<file path="src/rtl/i2c_client.sv">
// I2C slave for a fixed 7-bit address: write bytes shift into a 32-bit register,
// reads return that register byte-by-byte, MSB first.
module i2c_client #(
  parameter logic [6:0] ADDR = 7'h50
) (
  input  logic        clk,
  input  logic        reset,
  input  logic        scl,
  input  logic        sda_in,
  output logic        sda_oe,
  output logic [31:0] out,
  output logic        word_valid,
  output logic        busy
);

  typedef enum logic [2:0] {
    S_IDLE, S_ADDR, S_ADDR_ACK, S_WR, S_WR_ACK, S_RD, S_RD_ACK
  } state_t;

  // ACK slot phases: wait for the fall ending bit 8, hold through the 9th rise,
  // then wait for the fall ending bit 9.
  typedef enum logic [1:0] {PH_WAIT_FALL, PH_DRIVE, PH_HOLD} ack_ph_t;

  logic        r_scl_s1, r_scl_s2, r_scl_d;
  logic        r_sda_s1, r_sda_s2, r_sda_d;

  state_t      r_state, w_state_nxt;
  ack_ph_t     r_ph, w_ph_nxt;
  logic [2:0]  r_bit_cnt, w_bit_cnt_nxt;
  logic [7:0]  r_shift, w_shift_nxt;
  logic        r_rw, w_rw_nxt;
  logic [1:0]  r_byte_cnt, w_byte_cnt_nxt;
  logic [31:0] r_tx, w_tx_nxt;
  logic        r_sda_oe, w_sda_oe_nxt;
  logic [31:0] r_out, w_out_nxt;
  logic        r_word_valid, w_word_valid_nxt;
  logic        r_busy, w_busy_nxt;

  logic        w_scl_rise, w_scl_fall, w_start, w_stop;
  logic [7:0]  w_byte;
  logic [4:0]  w_rd_idx;

  // Synchronizers come out of reset at the idle-bus level so no false START
  // is decoded when the block leaves reset.
  always_ff @(posedge clk) begin
    if (reset) begin
      r_scl_s1 <= 1'b1;
      r_scl_s2 <= 1'b1;
      r_scl_d  <= 1'b1;
      r_sda_s1 <= 1'b1;
      r_sda_s2 <= 1'b1;
      r_sda_d  <= 1'b1;
    end else begin
      // NOTE: non-blocking assignments here make each flop sample the previous
      // stage's old value, which is what forms a real shift chain.
      r_scl_s1 <= scl;
      r_scl_s2 <= r_scl_s1;
      r_scl_d  <= r_scl_s2;
      r_sda_s1 <= sda_in;
      r_sda_s2 <= r_sda_s1;
      r_sda_d  <= r_sda_s2;
    end
  end

  assign w_scl_rise = r_scl_s2 & ~r_scl_d;
  assign w_scl_fall = ~r_scl_s2 & r_scl_d;
  assign w_start    = r_scl_s2 & r_scl_d & r_sda_d & ~r_sda_s2;
  assign w_stop     = r_scl_s2 & r_scl_d & ~r_sda_d & r_sda_s2;
  assign w_byte     = {r_shift[6:0], r_sda_s2};
  assign w_rd_idx   = 5'd31 - {2'b00, r_bit_cnt};

  always_comb begin
    // NOTE: every next-state value gets a default first so no path through
    // the case statement can leave one unassigned and infer a latch.
    w_state_nxt      = r_state;
    w_ph_nxt         = r_ph;
    w_bit_cnt_nxt    = r_bit_cnt;
    w_shift_nxt      = r_shift;
    w_rw_nxt         = r_rw;
    w_byte_cnt_nxt   = r_byte_cnt;
    w_tx_nxt         = r_tx;
    w_sda_oe_nxt     = r_sda_oe;
    w_out_nxt        = r_out;
    w_word_valid_nxt = 1'b0;
    w_busy_nxt       = r_busy;

    if (w_start) begin
      w_state_nxt    = S_ADDR;
      w_ph_nxt       = PH_WAIT_FALL;
      w_bit_cnt_nxt  = 3'd0;
      w_shift_nxt    = 8'h00;
      w_byte_cnt_nxt = 2'd0;
      w_sda_oe_nxt   = 1'b0;
    end else if (w_stop) begin
      w_state_nxt  = S_IDLE;
      w_sda_oe_nxt = 1'b0;
      w_busy_nxt   = 1'b0;
    end else begin
      unique case (r_state)
        S_IDLE: ;

        S_ADDR: if (w_scl_rise) begin
          w_shift_nxt   = w_byte;
          w_bit_cnt_nxt = r_bit_cnt + 3'd1;
          if (r_bit_cnt == 3'd7) begin
            if (w_byte[7:1] == ADDR) begin
              w_state_nxt = S_ADDR_ACK;
              w_ph_nxt    = PH_WAIT_FALL;
              w_rw_nxt    = w_byte[0];
              w_busy_nxt  = 1'b1;
            end else begin
              w_state_nxt = S_IDLE;
              w_busy_nxt  = 1'b0;
            end
          end
        end

        S_ADDR_ACK: unique case (r_ph)
          PH_WAIT_FALL: if (w_scl_fall) begin
            w_sda_oe_nxt = 1'b1;
            w_ph_nxt     = PH_DRIVE;
          end
          PH_DRIVE: if (w_scl_rise) w_ph_nxt = PH_HOLD;
          default: if (w_scl_fall) begin
            w_ph_nxt      = PH_WAIT_FALL;
            w_bit_cnt_nxt = 3'd0;
            if (r_rw) begin
              w_tx_nxt     = r_out;
              w_sda_oe_nxt = ~r_out[31];
              w_state_nxt  = S_RD;
            end else begin
              w_sda_oe_nxt = 1'b0;
              w_state_nxt  = S_WR;
            end
          end
        endcase

        S_WR: if (w_scl_rise) begin
          w_shift_nxt   = w_byte;
          w_bit_cnt_nxt = r_bit_cnt + 3'd1;
          if (r_bit_cnt == 3'd7) begin
            w_state_nxt = S_WR_ACK;
            w_ph_nxt    = PH_WAIT_FALL;
          end
        end

        S_WR_ACK: unique case (r_ph)
          PH_WAIT_FALL: if (w_scl_fall) begin
            w_sda_oe_nxt = 1'b1;
            w_ph_nxt     = PH_DRIVE;
          end
          PH_DRIVE: if (w_scl_rise) begin
            w_out_nxt        = {r_out[23:0], r_shift};
            w_byte_cnt_nxt   = r_byte_cnt + 2'd1;
            w_word_valid_nxt = (r_byte_cnt == 2'd3);
            w_ph_nxt         = PH_HOLD;
          end
          default: if (w_scl_fall) begin
            w_sda_oe_nxt  = 1'b0;
            w_state_nxt   = S_WR;
            w_bit_cnt_nxt = 3'd0;
            w_ph_nxt      = PH_WAIT_FALL;
          end
        endcase

        // Bit 0 was already presented on entry; each later fall presents the
        // bit selected by the count of rises seen so far.
        S_RD: begin
          if (w_scl_fall) w_sda_oe_nxt = ~r_tx[w_rd_idx];
          if (w_scl_rise) begin
            w_bit_cnt_nxt = r_bit_cnt + 3'd1;
            if (r_bit_cnt == 3'd7) begin
              w_state_nxt = S_RD_ACK;
              w_ph_nxt    = PH_WAIT_FALL;
            end
          end
        end

        S_RD_ACK: unique case (r_ph)
          PH_WAIT_FALL: if (w_scl_fall) begin
            w_sda_oe_nxt = 1'b0;
            w_ph_nxt     = PH_DRIVE;
          end
          PH_DRIVE: if (w_scl_rise) begin
            if (r_sda_s2) begin
              w_state_nxt = S_IDLE;
              w_busy_nxt  = 1'b0;
            end else begin
              w_tx_nxt = {r_tx[23:0], r_tx[31:24]};
              w_ph_nxt = PH_HOLD;
            end
          end
          default: if (w_scl_fall) begin
            w_sda_oe_nxt  = ~r_tx[31];
            w_state_nxt   = S_RD;
            w_bit_cnt_nxt = 3'd0;
            w_ph_nxt      = PH_WAIT_FALL;
          end
        endcase

        default: w_state_nxt = S_IDLE;
      endcase
    end
  end

  always_ff @(posedge clk) begin
    if (reset) begin
      r_state      <= S_IDLE;
      r_ph         <= PH_WAIT_FALL;
      r_bit_cnt    <= 3'd0;
      r_shift      <= 8'h00;
      r_rw         <= 1'b0;
      r_byte_cnt   <= 2'd0;
      r_tx         <= 32'h0;
      r_sda_oe     <= 1'b0;
      r_out        <= 32'h0;
      r_word_valid <= 1'b0;
      r_busy       <= 1'b0;
    end else begin
      r_state      <= w_state_nxt;
      r_ph         <= w_ph_nxt;
      r_bit_cnt    <= w_bit_cnt_nxt;
      r_shift      <= w_shift_nxt;
      r_rw         <= w_rw_nxt;
      r_byte_cnt   <= w_byte_cnt_nxt;
      r_tx         <= w_tx_nxt;
      r_sda_oe     <= w_sda_oe_nxt;
      r_out        <= w_out_nxt;
      r_word_valid <= w_word_valid_nxt;
      r_busy       <= w_busy_nxt;
    end
  end

  assign sda_oe     = r_sda_oe;
  assign out        = r_out;
  assign word_valid = r_word_valid;
  assign busy       = r_busy;

endmodule
</file>
<file path="config.mk">
export PLATFORM = sky130hd
export DESIGN_NAME = i2c_client
export DESIGN_NICKNAME = d
export VERILOG_FILES = /design/src/rtl/i2c_client.sv
export SDC_FILE = /design/constraint.sdc
export NUM_CORES = 1
export LEC_CHECK = 0
export CAP_MARGIN = 30
export CORE_ASPECT_RATIO = 1.1
export CORE_MARGIN = 5
export CORE_UTILIZATION = 54
export DETAILED_ROUTE_END_ITERATION = 12
export HOLD_SLACK_MARGIN = 0.02
export MAX_ROUTING_LAYER = met4
export PLACE_DENSITY = 0.79
export SYNTH_ARGS = -nofsm -noshare
export SYNTH_HDL_FRONTEND = slang
export SYNTH_SLANG_ARGS = --single-unit
</file>
<file path="constraint.sdc">
create_clock -name clk -period 4.1 [get_ports clk]
set_input_delay 1.23 -clock clk [delete_from_list [all_inputs] [get_ports clk]]
set_output_delay 1.23 -clock clk [all_outputs]
set_load 0.005 [all_outputs]
</file>
==> impl_metrics.yaml, run 1 <==
status:
  run_status: "completed"
placement:
  portBuffers: 38
  dpl.hpwl_um: 6330
  placement.setup.worst_slack_ps: 1570
  place_congestion: 0.911
sta:
  grt_setup_unrepaired: "no"
  hold_violations: 0
  min_period_ps: 2580
  worst_slew_margin_rel: 0.386
  fin_crit_sh: 0.630
  fin_worst_skew_ps: 14.0
  setup_viol: 0
  final_critical_path_setup_slack_ps: 1520
  final.setup.tns_ps: 0
  timing.fmax_ghz: 0.387
  transition_time_of_the_tightest_slew_check_pin_ps: 922
  final_max_slew_viol_count: 0
floorplan:
  placement_rows: 34
  die_height_um: 104
  coreArea_sq_um: 7870
  io_pins: 39
  floorplan.initialDensity: 0.548
  die_area_sq_um: 9870
  floorplan_die_width_um: 95.2
route:
  firstDrtPassIters: 4
  ant_nets: 0
  wl_per_cell_um: 15.4
  via_count: 3475
  drc_viols: 0
  postRouteWirelength_um: 9490
  drt-initial-drc-count: 231
  post_drt_via_cell_ratio: 5.64
synth:
  syn_area_per_cell_sq_um: 8.92
  yosysSeqAreaShare: 0.427
  yosys_most_used_dff: "sky130_fd_sc_hd__dfxtp_1"
  synthesis.nets: 490
  syn_inst: 483
  edff_count_synth: 0
  synth.cell_area_sq_um: 4310
  yosysWarningCount: 0
  synth.distinct_cells: 51
  synth-seq-cells: 92
  async_flop_share: 0
clock_tree:
  cts-hold-fix-buffers: 0
  cts_root_buf: "sky130_fd_sc_hd__clkbuf_8"
  cts.sinks: 92
  clkSlewWorstSetupHoldPaths_ps: 90
  post_cts_resize_count: 0
  cts_inserted_buffers: 9
  cts_tree: "built"
  ctsHtreeMaxLevel: 3
  insertion_delay_of_the_later_clocked_pin_in_the_worst_skew_pair_ps: 370
  cts_post_setup_buffers_inserted: 0
  clock_tree_buffer_depth: 2
grt:
  grt_util_all_layers: 0.213
  grt_antenna_before_repair: 0
  largest_net_degree_at_the_start_of_global_routing: 77
  grt_first_pass_wirelength_um: 16600
  first_global_vias: 3374
  grt_remaining_overflow: 0
pwr:
  vdd.ir_drop.worst_mv: 0.268
  static_power_due_to_leakage_nw: 1.75
  power_per_cell_area_nw_per_um2: 354
cells_and_area:
  finalCoreUtilization: 0.620
  antennaDiodeCount: 0
  layout.filler_cells: 665
  synthToLayoutAreaGrowth_pct: 13.2
  fin_nets: 510
  drive_gt1_frac: 0.142
critical_path:
  arrival_ps: 1350
  crit_type: "register to output pin"
  cp_slowest_cell: "sky130_fd_sc_hd__clkdlybuf4s50_1"
  cpLargestDelayFamily: "buffers and inverters"
  worst-path-max-fanout: 4
  slowest_delay_ps: 550
  timing.critical_path.to_type: "output pin"
  cp_num_buf_inv: 1
  cp_data_required_time_ps: 2870
  startpoint_type: "register"
  crit_path_cell_trace: "clkdlybuf4s50_1"
flow_run:
  maxCapViolations: 0
min_path:
  min-delay-path-class: "register to register"
==> report_power, final <==
part | total [mW] | switching, mW | internal (mW)
logic | 0.147 | 0.0853 | 0.0617
clock network | 0.653 | 0.355 | 0.298
registers | 0.928 | 0.0261 | 0.902
total | 1.73 | 0.467 | 1.26
==> registers in the layout, summed over array words and instances, names as in the netlist, 2 cells and up <==
register    flops
r_shift         8
r_ph            2
r_state         3
r_byte_cnt      2
r_bit_cnt       3
r_tx           32
out            32
==> path summary, 6_finish.rpt <==
| check | startpoint | slack, ps | depth (start not counted) | to |
|---|---|---|---|---|
| max | out[7] | 1520 | 1 | out[7] |
| min | r_sda_s1 | 410 | 1 | r_sda_s2 |
| max reg2reg | r_state[1] | 1550 | 5 | r_tx[25] |
| min reg2reg | r_sda_s1 | 410 | 1 | r_sda_s2 |
==> kinds of logic after synthesis <==
family	Yosys count	synth area share
xor+xnor	3	0.00610
fa+ha+maj	3	0.00871
buf+inv	40	0.0534
flops	92	0.427
simple gates	189	0.199
mux	40	0.0987
compound gates	116	0.206
==> layer usage <==
layer | share of wire | GRT usage | up-vias
met5 | 0 | - | -
met4 | 0.014 | 0.0784 | 0
met3 | 0.038 | 0.0334 | 11
met2 | 0.48 | 0.323 | 65
met1 | 0.46 | 0.286 | 1677
li1 | - | - | 1722
==> Yosys cell counts, drive strengths merged (4+ instances only) <==
library cell	n	area, sq um
a211oi	34	395
dfxtp	92	1840
mux2i	38	380
or2	7	43.8
nand2	92	345
and2b	4	33.8
buf	17	144
inv	5	18.8
nand2b	5	31.3
o21bai	5	37.5
a31oi	4	25.0
o21ai	4	20.0
a21oi	53	265
nand3	7	35.0
clkbuf	18	67.6
nor3	5	36.3
nor2	54	203
==> metrics by stage <==
stage	cells	hold WS (ps)	total power, mW	area (sq um)
after global placement	598	394	1.09	4640
after global routing	616	445	1.80	4880
after floorplan	483	389	1.07	4310
after detailed placement	600	395	1.09	4660
final	616	414	1.73	4880
after CTS	616	418	1.74	4880
==> final cells by class <==
cell class	instances	area, sq um	area share
clock buffer	9	124	0.0254
timing repair buffer	44	428	0.0877
inverter	5	18.8	0.00385
sequential	92	1840	0.378
clock inverter	7	92.6	0.0190
tap	108	135	0.0277
multi-input combinational	351	2240	0.459
==> placed cells by master, fill, tap and decap left out, drive strengths merged, types with 2 or more instances in the layout <==
cell,count
nand2,92
dfxtp,92
nor2,54
a21oi,53
mux2i,38
clkdlybuf4s50,37
a211oi,34
clkbuf,9
inv,8
nand3,7
or2,7
buf,7
nand2b,5
o21bai,5
nor3,5
o21ai,4
a31oi,4
and2b,4
and3,3
a32oi,3
ha,3
clkinv,3
or2b,2
or4,2
nor2b,2
mux4,2
o32ai,2
xnor2,2
nor4,2
a221oi,2
(Power assumes the default switching activity.)
==> run 2: changes to the inputs <==
==> constraint.sdc (replaced) <==
create_clock -name clk -period 2.6 [get_ports clk]
set_input_delay 0.78 -clock clk [delete_from_list [all_inputs] [get_ports clk]]
set_output_delay 0.78 -clock clk [all_outputs]
set_load 0.005 [all_outputs]
==> run 2 against run 1 <==
- clock skew is 5.5 ps lower
- wire length up 4.2%
- sequential share of layout area down 0.46 points
- cell count up 0.81%
- total power increased by 61%
==> impl_metrics.yaml, run 2 (synthesis results as in run 1) <==
pwr:
  report.power.total_mw: 2.78
  vdd.ir_drop.worst_mv: 0.326
  power_per_cell_area_nw_per_um2: 563
  static_power_due_to_leakage_nw: 1.78
flow_run:
  maxCapViolations: 0
critical_path:
  critPathMostFrequentCell: "sky130_fd_sc_hd__ha_1"
  ff2ff_setup_slack_ps: 410
  slowest_delay_ps: 420
  arrival_ps: 2440
  timing.critical_path.to_type: "register"
  setup.worst_path.end: "r_state[2]"
  startpoint_type: "register"
  capturing_point_of_the_worst_reg2reg_path: "r_state[2]"
  timing.reg2reg.worst_path_depth: 8
  crit_path_cell_trace: "ha_1 > ha_1 > inv_1 > a221o_2 > a221oi_2 > nand3_1 > a221oi_1 > a211oi_1"
  worstReg2RegStart: "r_bit_cnt[0]"
  cp_slowest_cell: "sky130_fd_sc_hd__dfxtp_1"
  cp_num_buf_inv: 1
  cp.depth: 8
  cpLargestDelayFamily: "compound AO/OA/AOI/OAI gates"
  crit_type: "register to register"
  cp_data_required_time_ps: 2850
  setup.worst_path.start: "r_bit_cnt[0]"
  worst-path-max-fanout: 4
floorplan:
  io_pins: 39
  floorplan_die_width_um: 95.2
  die_area_sq_um: 9870
  die_height_um: 104
  coreArea_sq_um: 7870
  placement_rows: 34
  floorplan.initialDensity: 0.548
cells_and_area:
  fin_nets: 515
  antennaDiodeCount: 0
  finalCoreUtilization: 0.627
  synthToLayoutAreaGrowth_pct: 14.6
  drive_gt1_frac: 0.148
  post-route-cell-area_sq_um: 4940
  most-common-layout-cells: "92 x sky130_fd_sc_hd__nand2_1, 92 x sky130_fd_sc_hd__dfxtp_1, 54 x sky130_fd_sc_hd__nor2_1"
  layout.filler_cells: 685
route:
  postRouteWirelength_um: 9890
  via_count: 3485
  ant_nets: 0
  post_drt_via_cell_ratio: 5.61
  drc_viols: 0
  wl_per_cell_um: 15.9
  drt-initial-drc-count: 195
  firstDrtPassIters: 4
sta:
  fin_worst_skew_ps: 8.49
  worst_slew_margin_rel: 0.642
  final.setup.tns_ps: 0
  grt_setup_unrepaired: "no"
  transition_time_of_the_tightest_slew_check_pin_ps: 537
  final_max_slew_viol_count: 0
  fin_hold_ws_ps: 416
  setup_viol: 0
  hold_violations: 0
  timing.fmax_ghz: 0.457
  fin_crit_sh: 0.842
  min_period_ps: 2190
placement:
  placement.cell_area_sq_um: 4720
  portBuffers: 38
  dpl.hpwl_um: 6590
  place_congestion: 0.886
clock_tree:
  cts.sinks: 92
  cts_inserted_buffers: 9
  cts_post_setup_buffers_inserted: 0
  cts_tree: "built"
  clkSlewWorstSetupHoldPaths_ps: 90
  clock_tree_buffer_depth: 2
  cts_root_buf: "sky130_fd_sc_hd__clkbuf_8"
  post_cts_resize_count: 0
  cts-hold-fix-buffers: 0
  insertion_delay_of_the_later_clocked_pin_in_the_worst_skew_pair_ps: 360
  ctsHtreeMaxLevel: 3
grt:
  grt_remaining_overflow: 0
  grt_antenna_before_repair: 0
  grt_first_pass_wirelength_um: 16900
  grt_util_all_layers: 0.219
  first_global_vias: 3404
  largest_net_degree_at_the_start_of_global_routing: 65
min_path:
  min-delay-path-class: "register to register"
status:
  run_status: "completed"
==> run 2: cell count changes in the layout (fill, tap and decap cells not counted), sizes merged <==
cell,delta
inv,-1
buf,+5
clkbuf,+1
bufinv,+1
clkinvlp,+1
clkinv,-2
==> run 2: cell type report <==
type,instances,area (sq um),share of cell area
multi-input combinational,351,2240,0.453
sequential,92,1840,0.373
timing repair buffer,49,483,0.0978
tap,108,135,0.0274
clock buffer,10,128,0.0258
clock inverter,6,93.8,0.0190
inverter,5,18.8,0.00380
==> run 2: worst min path at each step <==
stage | startpoint | endpoint | slack (ps) | cells after the start
after floorplan | r_scl_s1 | r_scl_s2 | 390 | 1
after global placement | r_scl_s1 | r_scl_s2 | 390 | 1
after detailed placement | r_scl_s1 | r_scl_s2 | 400 | 1
after CTS | r_sda_s1 | r_sda_s2 | 420 | 1
after global routing | r_sda_s1 | r_sda_s2 | 440 | 1
final | r_sda_s1 | r_sda_s2 | 420 | 1
==> run 2: per-layer routing <==
metal  vias up  part of all wire  GRT usage
met1      1656              0.47      0.295
met5         -                 0          -
met3        13             0.039     0.0479
met2        74              0.47      0.327
met4         0             0.015     0.0670
li1       1742                 -          -
==> run 2: stage by stage <==
stage	setup slack [ps]	instances
final	411	621
after global routing	268	621
after CTS	434	621
after detailed placement	440	605
after global placement	517	605
after floorplan	658	483
==> run 2: report_power, final <==
group / total, mW / internal, mW / switching (mW)
sequential: 1.46 / 1.42 / 0.0376
clock: 1.07 / 0.551 / 0.518
combinational: 0.252 / 0.102 / 0.151
==> run 3: changes to the inputs <==
==> constraint.sdc (replaced) <==
create_clock -name clk -period 2.3 [get_ports clk]
set_input_delay 0.69 -clock clk [delete_from_list [all_inputs] [get_ports clk]]
set_output_delay 0.69 -clock clk [all_outputs]
set_load 0.005 [all_outputs]
==> run 3 against run 2 <==
- sequential share of layout area down 0.24 points
- largest cell class unchanged
- non-clock buffer count is 5 higher
- critical path type unchanged
- global-route usage grew 0.37 points
- register-to-register slack got worse by 210 ps
- combinational power grew 15%
- wire length shrank 0.11%
- clock skew up 3.0 ps
- cell count up 0.81%
- first-iteration DRC count grew 41%
- count of clock-buffer cells in the layout is the same
- largest power group unchanged
==> impl_metrics.yaml, run 3 (synthesis results as in run 1) <==
critical_path:
  worst-path-max-fanout: 4
  startpoint_type: "register"
  crit_type: "register to register"
  cp_data_required_time_ps: 2560
  arrival_ps: 2360
  timing.critical_path.to_type: "register"
route:
  firstDrtPassIters: 4
  drt-initial-drc-count: 275
  ant_nets: 0
  wl_per_cell_um: 15.8
  drc_viols: 0
  postRouteWirelength_um: 9880
  via_count: 3534
  post_drt_via_cell_ratio: 5.65
cells_and_area:
  layout.filler_cells: 652
  mostFrequentLayoutCell: "sky130_fd_sc_hd__nand2_1"
  synthToLayoutAreaGrowth_pct: 15.5
  post-route-cell-area_sq_um: 4980
  finalCoreUtilization: 0.632
  drive_gt1_frac: 0.162
  final_cell_count_no_fill: 626
  fin_nets: 520
  most-common-layout-cells: "92 x sky130_fd_sc_hd__nand2_1, 90 x sky130_fd_sc_hd__dfxtp_1, 54 x sky130_fd_sc_hd__nor2_1"
  antennaDiodeCount: 0
grt:
  grt_util_all_layers: 0.222
  grt_antenna_before_repair: 0
  grt_first_pass_wirelength_um: 17200
  grt_remaining_overflow: 0
  largest_net_degree_at_the_start_of_global_routing: 65
  first_global_vias: 3490
pwr:
  static_power_due_to_leakage_nw: 1.81
  report.power.total_mw: 3.01
  power_per_cell_area_nw_per_um2: 605
  vdd.ir_drop.worst_mv: 0.355
sta:
  fin_crit_sh: 0.913
  fin_worst_skew_ps: 11.5
  grt_setup_unrepaired: "no"
  timing.fmax_ghz: 0.476
  hold_violations: 0
  fin_hold_ws_ps: 421
  final_max_slew_viol_count: 0
  worst_slew_margin_rel: 0.634
  setup_viol: 0
  final_critical_path_setup_slack_ps: 199
  transition_time_of_the_tightest_slew_check_pin_ps: 549
  final.setup.tns_ps: 0
  min_period_ps: 2100
status:
  run_status: "completed"
flow_run:
  maxCapViolations: 0
placement:
  place_congestion: 0.894
  placement.cell_area_sq_um: 4780
  placement.setup.worst_slack_ps: 135
  portBuffers: 38
  dpl.hpwl_um: 6720
  cell_count_post_placement: 610
floorplan:
  floorplan.initialDensity: 0.548
  coreArea_sq_um: 7870
  placement_rows: 34
  die_area_sq_um: 9870
  floorplan_die_width_um: 95.2
  die_height_um: 104
  io_pins: 39
clock_tree:
  post_cts_resize_count: 0
  cts_root_buf: "sky130_fd_sc_hd__clkbuf_8"
  cts.sinks: 92
  insertion_delay_of_the_later_clocked_pin_in_the_worst_skew_pair_ps: 370
  cts_inserted_buffers: 9
  cts_tree: "built"
  clkSlewWorstSetupHoldPaths_ps: 100
  cts_post_setup_buffers_inserted: 0
  clock_tree_buffer_depth: 2
  cts-hold-fix-buffers: 0
  ctsHtreeMaxLevel: 3
min_path:
  min-delay-path-class: "register to register"
run 3: changes by cell type in the layout (fill, tap and decap cells not counted), sizes merged:
cell,delta
bufinv,-2
clkinv,+2
buf,+5
run 3: per-layer routing:
layer,vias to the layer above,part of all wire,GRT usage
li1,1744,-,-
met1,1698,0.47,0.297
met2,74,0.46,0.332
met3,18,0.043,0.0399
met4,0,0.022,0.0876
met5,-,0,-
run 3: worst paths after layout:
check | startpoint | to | slack [ps] | depth (start not counted)
min reg2reg | r_sda_s1 | r_sda_s2 | 420 | 1
max | r_bit_cnt[1] | r_state[2] | 200 | 8
max reg2reg | r_bit_cnt[1] | r_state[2] | 200 | 8
min | r_sda_s1 | r_sda_s2 | 420 | 1
run 3: area by class of cell:
type | instances | area [sq um] | area share
clock buffers | 10 | 138 | 0.0277
clock inverters | 6 | 57.6 | 0.0116
repair buffers | 54 | 546 | 0.110
multi-input cells | 351 | 2240 | 0.450
well taps | 108 | 135 | 0.0272
inverters | 5 | 18.8 | 0.00377
flip-flops and latches | 92 | 1840 | 0.371
run 3: worst max-delay path, stage by stage, from the launching register on:
cell                       delay [ps]
sky130_fd_sc_hd__dfxtp_2          380
sky130_fd_sc_hd__ha_1             160
sky130_fd_sc_hd__ha_1             230
sky130_fd_sc_hd__inv_1             80
sky130_fd_sc_hd__a221o_2          360
sky130_fd_sc_hd__a221oi_2         270
sky130_fd_sc_hd__nand3_1          180
sky130_fd_sc_hd__a221oi_1         240
sky130_fd_sc_hd__a211oi_1          80
run 3: report_power, final:
part	internal, mW	leakage (nW)	switching (mW)
logic	0.119	0.970	0.170
registers	1.61	0.743	0.0387
clock network	0.443	0.0975	0.630
